===== config.mk =====
export PLATFORM = sky130hd
export DESIGN_NAME = limn2600_bus_timer
export DESIGN_NICKNAME = d
export VERILOG_FILES = /design/src/rtl/limn2600_pkg.sv /design/src/rtl/limn2600_timer_prescaler.sv /design/src/rtl/limn2600_bus_timer.sv
export SDC_FILE = /design/constraint.sdc
export NUM_CORES = 1
export LEC_CHECK = 0
export BUFFER_PORTS_ARGS = -buffer_cell sky130_fd_sc_hd__buf_4
export CORE_ASPECT_RATIO = 0.7
export CORE_MARGIN = 2
export CORE_UTILIZATION = 45
export DETAILED_ROUTE_END_ITERATION = 10
export PLACE_DENSITY = 0.67
export SLEW_MARGIN = 20
export SYNTH_ARGS = -nofsm -noshare
export SYNTH_HDL_FRONTEND = slang
export SYNTH_HIERARCHICAL = 1
export SYNTH_SLANG_ARGS = --single-unit

===== constraint.sdc =====
create_clock -name clk -period 3.3 [get_ports clk]
set_clock_uncertainty 0.2 [all_clocks]
set_input_delay 0.165 -clock clk [delete_from_list [all_inputs] [get_ports clk]]
set_output_delay 0.165 -clock clk [all_outputs]
set_load 0.01 [all_outputs]

===== src/rtl/limn2600_pkg.sv =====
// Shared definitions for the limn2600 memory-mapped interval timer.
package limn2600_pkg;

   localparam int unsigned DATA_W = 32;
   localparam int unsigned ADDR_W = 32;
   localparam int unsigned CTRL_W = 3;

   // Register select values taken from addr[3:2]
   localparam logic [1:0] REG_CTRL   = 2'd0;
   localparam logic [1:0] REG_RELOAD = 2'd1;
   localparam logic [1:0] REG_COUNT  = 2'd2;
   localparam logic [1:0] REG_STATUS = 2'd3;

   localparam int unsigned CTRL_EN   = 0;
   localparam int unsigned CTRL_IE   = 1;
   localparam int unsigned CTRL_AUTO = 2;

   typedef enum logic [1:0] {
      ST_IDLE = 2'd0,
      ST_ACK  = 2'd1,
      ST_HOLD = 2'd2
   } bus_state_t;

endpackage


===== src/rtl/limn2600_timer_prescaler.sv =====
// Divides clk by PRESCALE while enabled; o_tick_c marks the wrap cycle.
module limn2600_timer_prescaler #(
   parameter int unsigned PRESCALE = 16
) (
   input  logic clk,
   input  logic rst,
   input  logic i_en,
   input  logic i_clr,
   output logic o_tick_c
);

   localparam int unsigned CNT_W = (PRESCALE > 1) ? $clog2(PRESCALE) : 1;
   localparam logic [CNT_W-1:0] LAST = CNT_W'(PRESCALE - 1);

   logic [CNT_W-1:0] r_cnt;

   always_ff @(posedge clk or negedge rst) begin
      if (!rst)                  r_cnt <= '0;
      else if (i_clr || !i_en)   r_cnt <= '0;
      else if (r_cnt == LAST)    r_cnt <= '0;
      else                       r_cnt <= r_cnt + CNT_W'(1);
   end

   assign o_tick_c = i_en & (r_cnt == LAST);

endmodule


===== src/rtl/limn2600_bus_timer.sv =====
// Interval timer bus responder: bus handshake FSM, register file and
// 32-bit down-counter with one-shot/periodic modes and level interrupt.
module limn2600_bus_timer
   import limn2600_pkg::*;
#(
   parameter logic [31:0] BASE_ADDR = 32'hF000_0000,
   parameter int unsigned PRESCALE  = 16
) (
   input  logic              clk,
   input  logic              rst,
   input  logic              ce,
   input  logic              we,
   input  logic              oe,
   input  logic [ADDR_W-1:0] addr,
   input  logic [DATA_W-1:0] data_in,
   output logic [DATA_W-1:0] data_out,
   output logic              rdy,
   output logic              irq
);

   bus_state_t        r_state, w_state_nxt;
   logic [CTRL_W-1:0] r_ctrl;
   logic [DATA_W-1:0] r_reload, r_count, r_data_out, w_rd_data;
   logic              r_exp, r_rdy, r_irq;
   logic              w_sel, w_acc, w_wr, w_tick_c, w_tick, w_expire;
   logic              w_wr_ctrl, w_wr_reload, w_wr_count, w_wr_status;
   logic [1:0]        w_reg;
   logic              w_unused;

   assign w_sel       = ce & (addr[31:4] == BASE_ADDR[31:4]);
   assign w_acc       = (r_state == ST_IDLE) & w_sel;
   assign w_wr        = w_acc & we;
   assign w_reg       = addr[3:2];
   assign w_wr_ctrl   = w_wr & (w_reg == REG_CTRL);
   assign w_wr_reload = w_wr & (w_reg == REG_RELOAD);
   assign w_wr_count  = w_wr & (w_reg == REG_COUNT);
   assign w_wr_status = w_wr & (w_reg == REG_STATUS);
   assign w_unused    = ^addr[1:0];

   always_ff @(posedge clk or negedge rst) begin
      if (!rst) r_state <= ST_IDLE;
      else      r_state <= w_state_nxt;
   end

   // One acceptance per ce assertion: ACK for a single cycle, then HOLD until ce drops
   always_comb begin
      w_state_nxt = r_state;
      unique case (r_state)
         ST_IDLE: if (w_sel) w_state_nxt = ST_ACK;
         ST_ACK:  w_state_nxt = ce ? ST_HOLD : ST_IDLE;
         ST_HOLD: if (!ce) w_state_nxt = ST_IDLE;
         default: w_state_nxt = ST_IDLE;
      endcase
   end

   always_comb begin
      w_rd_data = '0;
      unique case (w_reg)
         REG_CTRL:   w_rd_data = DATA_W'(r_ctrl);
         REG_RELOAD: w_rd_data = r_reload;
         REG_COUNT:  w_rd_data = r_count;
         REG_STATUS: w_rd_data = DATA_W'(r_exp);
         default:    w_rd_data = '0;
      endcase
   end

   limn2600_timer_prescaler #(.PRESCALE(PRESCALE)) u_prescaler (
      .clk      (clk),
      .rst      (rst),
      .i_en     (r_ctrl[CTRL_EN]),
      .i_clr    (w_wr_count),
      .o_tick_c (w_tick_c)
   );

   // A COUNT write, or a CTRL write that clears EN, swallows a coincident tick
   assign w_tick   = w_tick_c & ~w_wr_count & ~(w_wr_ctrl & ~data_in[CTRL_EN]);
   assign w_expire = w_tick & (r_count == DATA_W'(1));

   always_ff @(posedge clk or negedge rst) begin
      if (!rst) begin
         r_ctrl   <= '0;
         r_reload <= '0;
         r_count  <= '0;
         r_exp    <= 1'b0;
      end else begin
         if (w_wr_reload) r_reload <= data_in;

         if (w_wr_count) begin
            r_count <= data_in;
         end else if (w_tick) begin
            if (r_count > DATA_W'(1))
               r_count <= r_count - DATA_W'(1);
            else if (r_count == DATA_W'(1))
               r_count <= r_ctrl[CTRL_AUTO] ? r_reload : '0;
            else if (r_ctrl[CTRL_AUTO])
               r_count <= r_reload;
         end

         // Reaching or resting at zero leaves EN only in periodic mode
         if (w_wr_ctrl)
            r_ctrl <= data_in[CTRL_W-1:0];
         else if (w_tick && (r_count <= DATA_W'(1)))
            r_ctrl[CTRL_EN] <= r_ctrl[CTRL_AUTO];

         if (w_expire)
            r_exp <= 1'b1;
         else if (w_wr_status && data_in[0])
            r_exp <= 1'b0;
      end
   end

   always_ff @(posedge clk or negedge rst) begin
      if (!rst) begin
         r_rdy      <= 1'b0;
         r_data_out <= '0;
         r_irq      <= 1'b0;
      end else begin
         r_rdy      <= (w_state_nxt == ST_ACK);
         r_data_out <= (w_acc && !we && oe) ? w_rd_data : '0;
         r_irq      <= r_exp & r_ctrl[CTRL_IE];
      end
   end

   assign rdy      = r_rdy;
   assign data_out = r_data_out;
   assign irq      = r_irq;

endmodule


==> results.sh <==
export IMPL_grt_overflow_total=0
export IMPL_fmax_mhz=310.4
export IMPL_crit_fanout=14
export IMPL_die_y_um=95.22
export IMPL_synthSimpleGateAreaFrac_pct=15.98
export IMPL_critPathKind="reg -> reg"
export IMPL_cts_setup_buffers=0
export IMPL_arrival_ns=3.25
export IMPL_synth_fa_ha_area_share_pct=0.7018
export IMPL_relSlewSlack_pct=39.81
export IMPL_wl_mm=14.02
export IMPL_clk_path_buf_depth=2
export IMPL_tightestPinTransition_ns=0.9029
export IMPL_hold_viol=0
export IMPL_yosys_warnings=6
export IMPL_initial_utilization_pct=45.94
export IMPL_antenna_cells=0
export IMPL_finalCritPeriodShare_pct=97.62
export IMPL_ys_ff_latch=108
export IMPL_dp_cells=733
export IMPL_clkSinkCount=108
export IMPL_fin_total_pwr_mw=2.492
export IMPL_syn_area_sq_mm=0.005349
export IMPL_required_ns=3.33
export IMPL_route_detailed_drc=0
export IMPL_cts_root_buffer="clkbuf_16"
export IMPL_dp_hpwl_mm=9.069
export IMPL_synth_compound_area_share_pct=16.00
export IMPL_min_path_type="in -> reg"
export IMPL_muxShareOfSynthArea_pct=8.164
export IMPL_cts_htree_levels=3
export IMPL_final_layout_size_suffix_gt1_share_pct=28.23
export IMPL_grt_max_degree=61
export IMPL_area_growth_synth_to_final_pct=29.08
export IMPL_dpl_worst_slack_ns=0.1316
export IMPL_p_per_area_mw_per_mm2=360.9
export IMPL_cp_end_kind="flip-flop"
export IMPL_slew_viol_final=0
export IMPL_vias_per_cell=5.839
export IMPL_synthArstFlopShare_pct=100.0
export IMPL_synth_top_area_share_pct=50.53
export IMPL_synth_edf_count=0
export IMPL_grt_use_total_pct=22.67
export IMPL_gp_congestion=0.8639
export IMPL_cap_violations=0
export IMPL_peakVddDrop_mv=0.2411
export IMPL_period_needed_ns=3.221
export IMPL_avgSynthCellArea_sq_um=10.74
export IMPL_clk_pin_slew_ns=0.07
export IMPL_grt_pass1_wl_mm=22.72
export IMPL_io_pins=103
export IMPL_final_cell_mix="buf_4 (117), dfrtp_1 (108), nor2_1 (76)"
export IMPL_die_area_sq_mm=0.01279
export IMPL_start_kind="flip-flop"
export IMPL_setup_viol=0
export IMPL_nNetsFinal=694
export IMPL_grt_setup_unrepaired="true"
export IMPL_numCtsBuffers=9
export IMPL_die_x_um=134.3
export IMPL_drt_initial_drc_count=294
export IMPL_fin_ws_ns=0.07868
export IMPL_outcome="complete, no violations"
export IMPL_syn_inst=498
export IMPL_yosysUniqueCellTypes=46
export IMPL_final_common_cell="buf_4"
export IMPL_port_buffers=100
export IMPL_placed_area_sq_mm=0.006281
export IMPL_cts_tree="built"
export IMPL_synth_nets=570
export IMPL_synth_top_family_by_area="compound AO/OA/AOI/OAI gates"
export IMPL_firstDrtPassIters=4
export IMPL_synth_top_area_cell="dfrtp_1"
export IMPL_synth_top_cells_by_area="dfrtp_1 (51%), mux2_2 (7.4%), a221o_1 (5.4%)"
export IMPL_core_sq_mm=0.01164
export IMPL_stdcell_count=784
export IMPL_grt_pass1_vias=4486
export IMPL_antenna_found_initial=0
export IMPL_num_vias=4578
export IMPL_wire_per_inst_um=17.88
export IMPL_ys_seq_area_share_pct=50.53
export IMPL_antenna_left=0
export IMPL_synth_xor_area_share_pct=4.912
export IMPL_synth_flop_cell="dfrtp_1"
export IMPL_cts_resized=0
export IMPL_clock_latency_ns=0.35
export IMPL_final_area_sq_mm=0.006904
export IMPL_leakage_nw=3.258
export IMPL_num_rows=33
## routing by layer
| layer | GRT usage [%] | vias to the layer above | wire (um) |
|---|---|---|---|
| met2 | 36.99 | 159 | 6329 |
| li1 | - | 2129 | - |
| met4 | 5.263 | 0 | 131 |
| met1 | 31.08 | 2278 | 6624 |
| met3 | 5.263 | 12 | 933 |
| met5 | 0 | - | 0 |
## synthesized netlist by cell type, types with 2 or more instances
| library cell | number |
|---|---|
| a211oi_1 | 28 |
| a21oi_1 | 3 |
| a221o_1 | 29 |
| a22oi_1 | 30 |
| a311oi_1 | 2 |
| a31oi_1 | 2 |
| a32oi_1 | 2 |
| and2_1 | 2 |
| and4_1 | 2 |
| buf_1 | 3 |
| buf_2 | 9 |
| buf_6 | 2 |
| clkbuf_1 | 25 |
| dfrtp_1 | 108 |
| ha_1 | 3 |
| inv_1 | 5 |
| mux2_2 | 35 |
| mux2i_1 | 2 |
| nand2_1 | 9 |
| nand2b_1 | 3 |
| nand3_1 | 9 |
| nand4_1 | 10 |
| nor2_1 | 76 |
| nor2b_1 | 4 |
| nor3_1 | 17 |
| nor4_1 | 15 |
| nor4b_1 | 2 |
| o21ai_0 | 3 |
| or3_1 | 7 |
| or4_1 | 5 |
| or4_4 | 3 |
| xnor2_1 | 20 |
| xor2_1 | 10 |
## registers in the layout (all words and copies together), names as in the netlist
signal	count
u_prescaler/r_cnt	4
r_exp	1
data_out	32
r_reload	32
r_count	32
irq	1
r_ctrl	3
rdy	1
r_state	2
## worst max-delay path, stage by stage (launching register included)
cell and delay [ns]:
dfrtp_1 0.43, or4_4 0.58, or4_4 0.55, or4_4 0.59
o21ai_2 0.16, buf_4 0.24, a211oi_1 0.08, a221o_1 0.29
## final cells by class
cell class	count	area, sq um
clock buffer	13	250.2
clock inverter	3	22.52
fill	975	4740
inverter	5	18.77
multi-input combinational	345	2465
sequential	108	2703
tap	157	196.4
timing repair buffer	153	1249
## per-stage QoR
step	utilization, %	TNS [ns]	hold slack [ns]
2_1_floorplan	-	0	-0.3306
3_3_place_gp	53.94	0	0.08874
3_5_place_dp	53.94	0	0.09796
4_1_cts	59.30	0	0.004750
5_1_grt	59.30	-0.004501	0.03326
6_report	59.30	0	0.01688
## path summary, 6_finish.rpt
path / cells past startpoint / to / from / slack (ns)
max: 7 / r_count[20] / r_count[14] / 0.08
min: 4 / data_out[1] / addr[2] / 0.02
max reg2reg: 7 / r_count[20] / r_count[14] / 0.08
min reg2reg: 1 / u_prescaler/r_cnt[0] / u_prescaler/r_cnt[0] / 0.32
max in group asynchronous: 3 / r_count[7] / rst / 1.94
min in group asynchronous: 2 / data_out[22] / rst / 0.24
## logic make-up after synthesis
| group | after synthesis |
|---|---|
| adder cells (fa/ha/maj) | 3 |
| AO/OA/AOI/OAI | 105 |
| multiplexers | 38 |
| AND/OR/NAND/NOR | 169 |
| XOR/XNOR | 30 |
| buffers and inverters | 45 |
| flip-flops | 108 |
## timing repair
action / 4_1_cts / 5_1_grt
hold buffers: 35 / 0
hold endpoints to repair: 128 / 0
setup endpoints to repair: 0 / 3
## report_power, final
| group | internal (mW) | switching [mW] |
|---|---|---|
| Clock | 0.534 | 0.475 |
| Combinational | 0.0859 | 0.0738 |
| Sequential | 1.32 | 0.0000000180 |
| Total | 1.94 | 0.549 |
No activity file was read; power rests on OpenSTA's default activity.
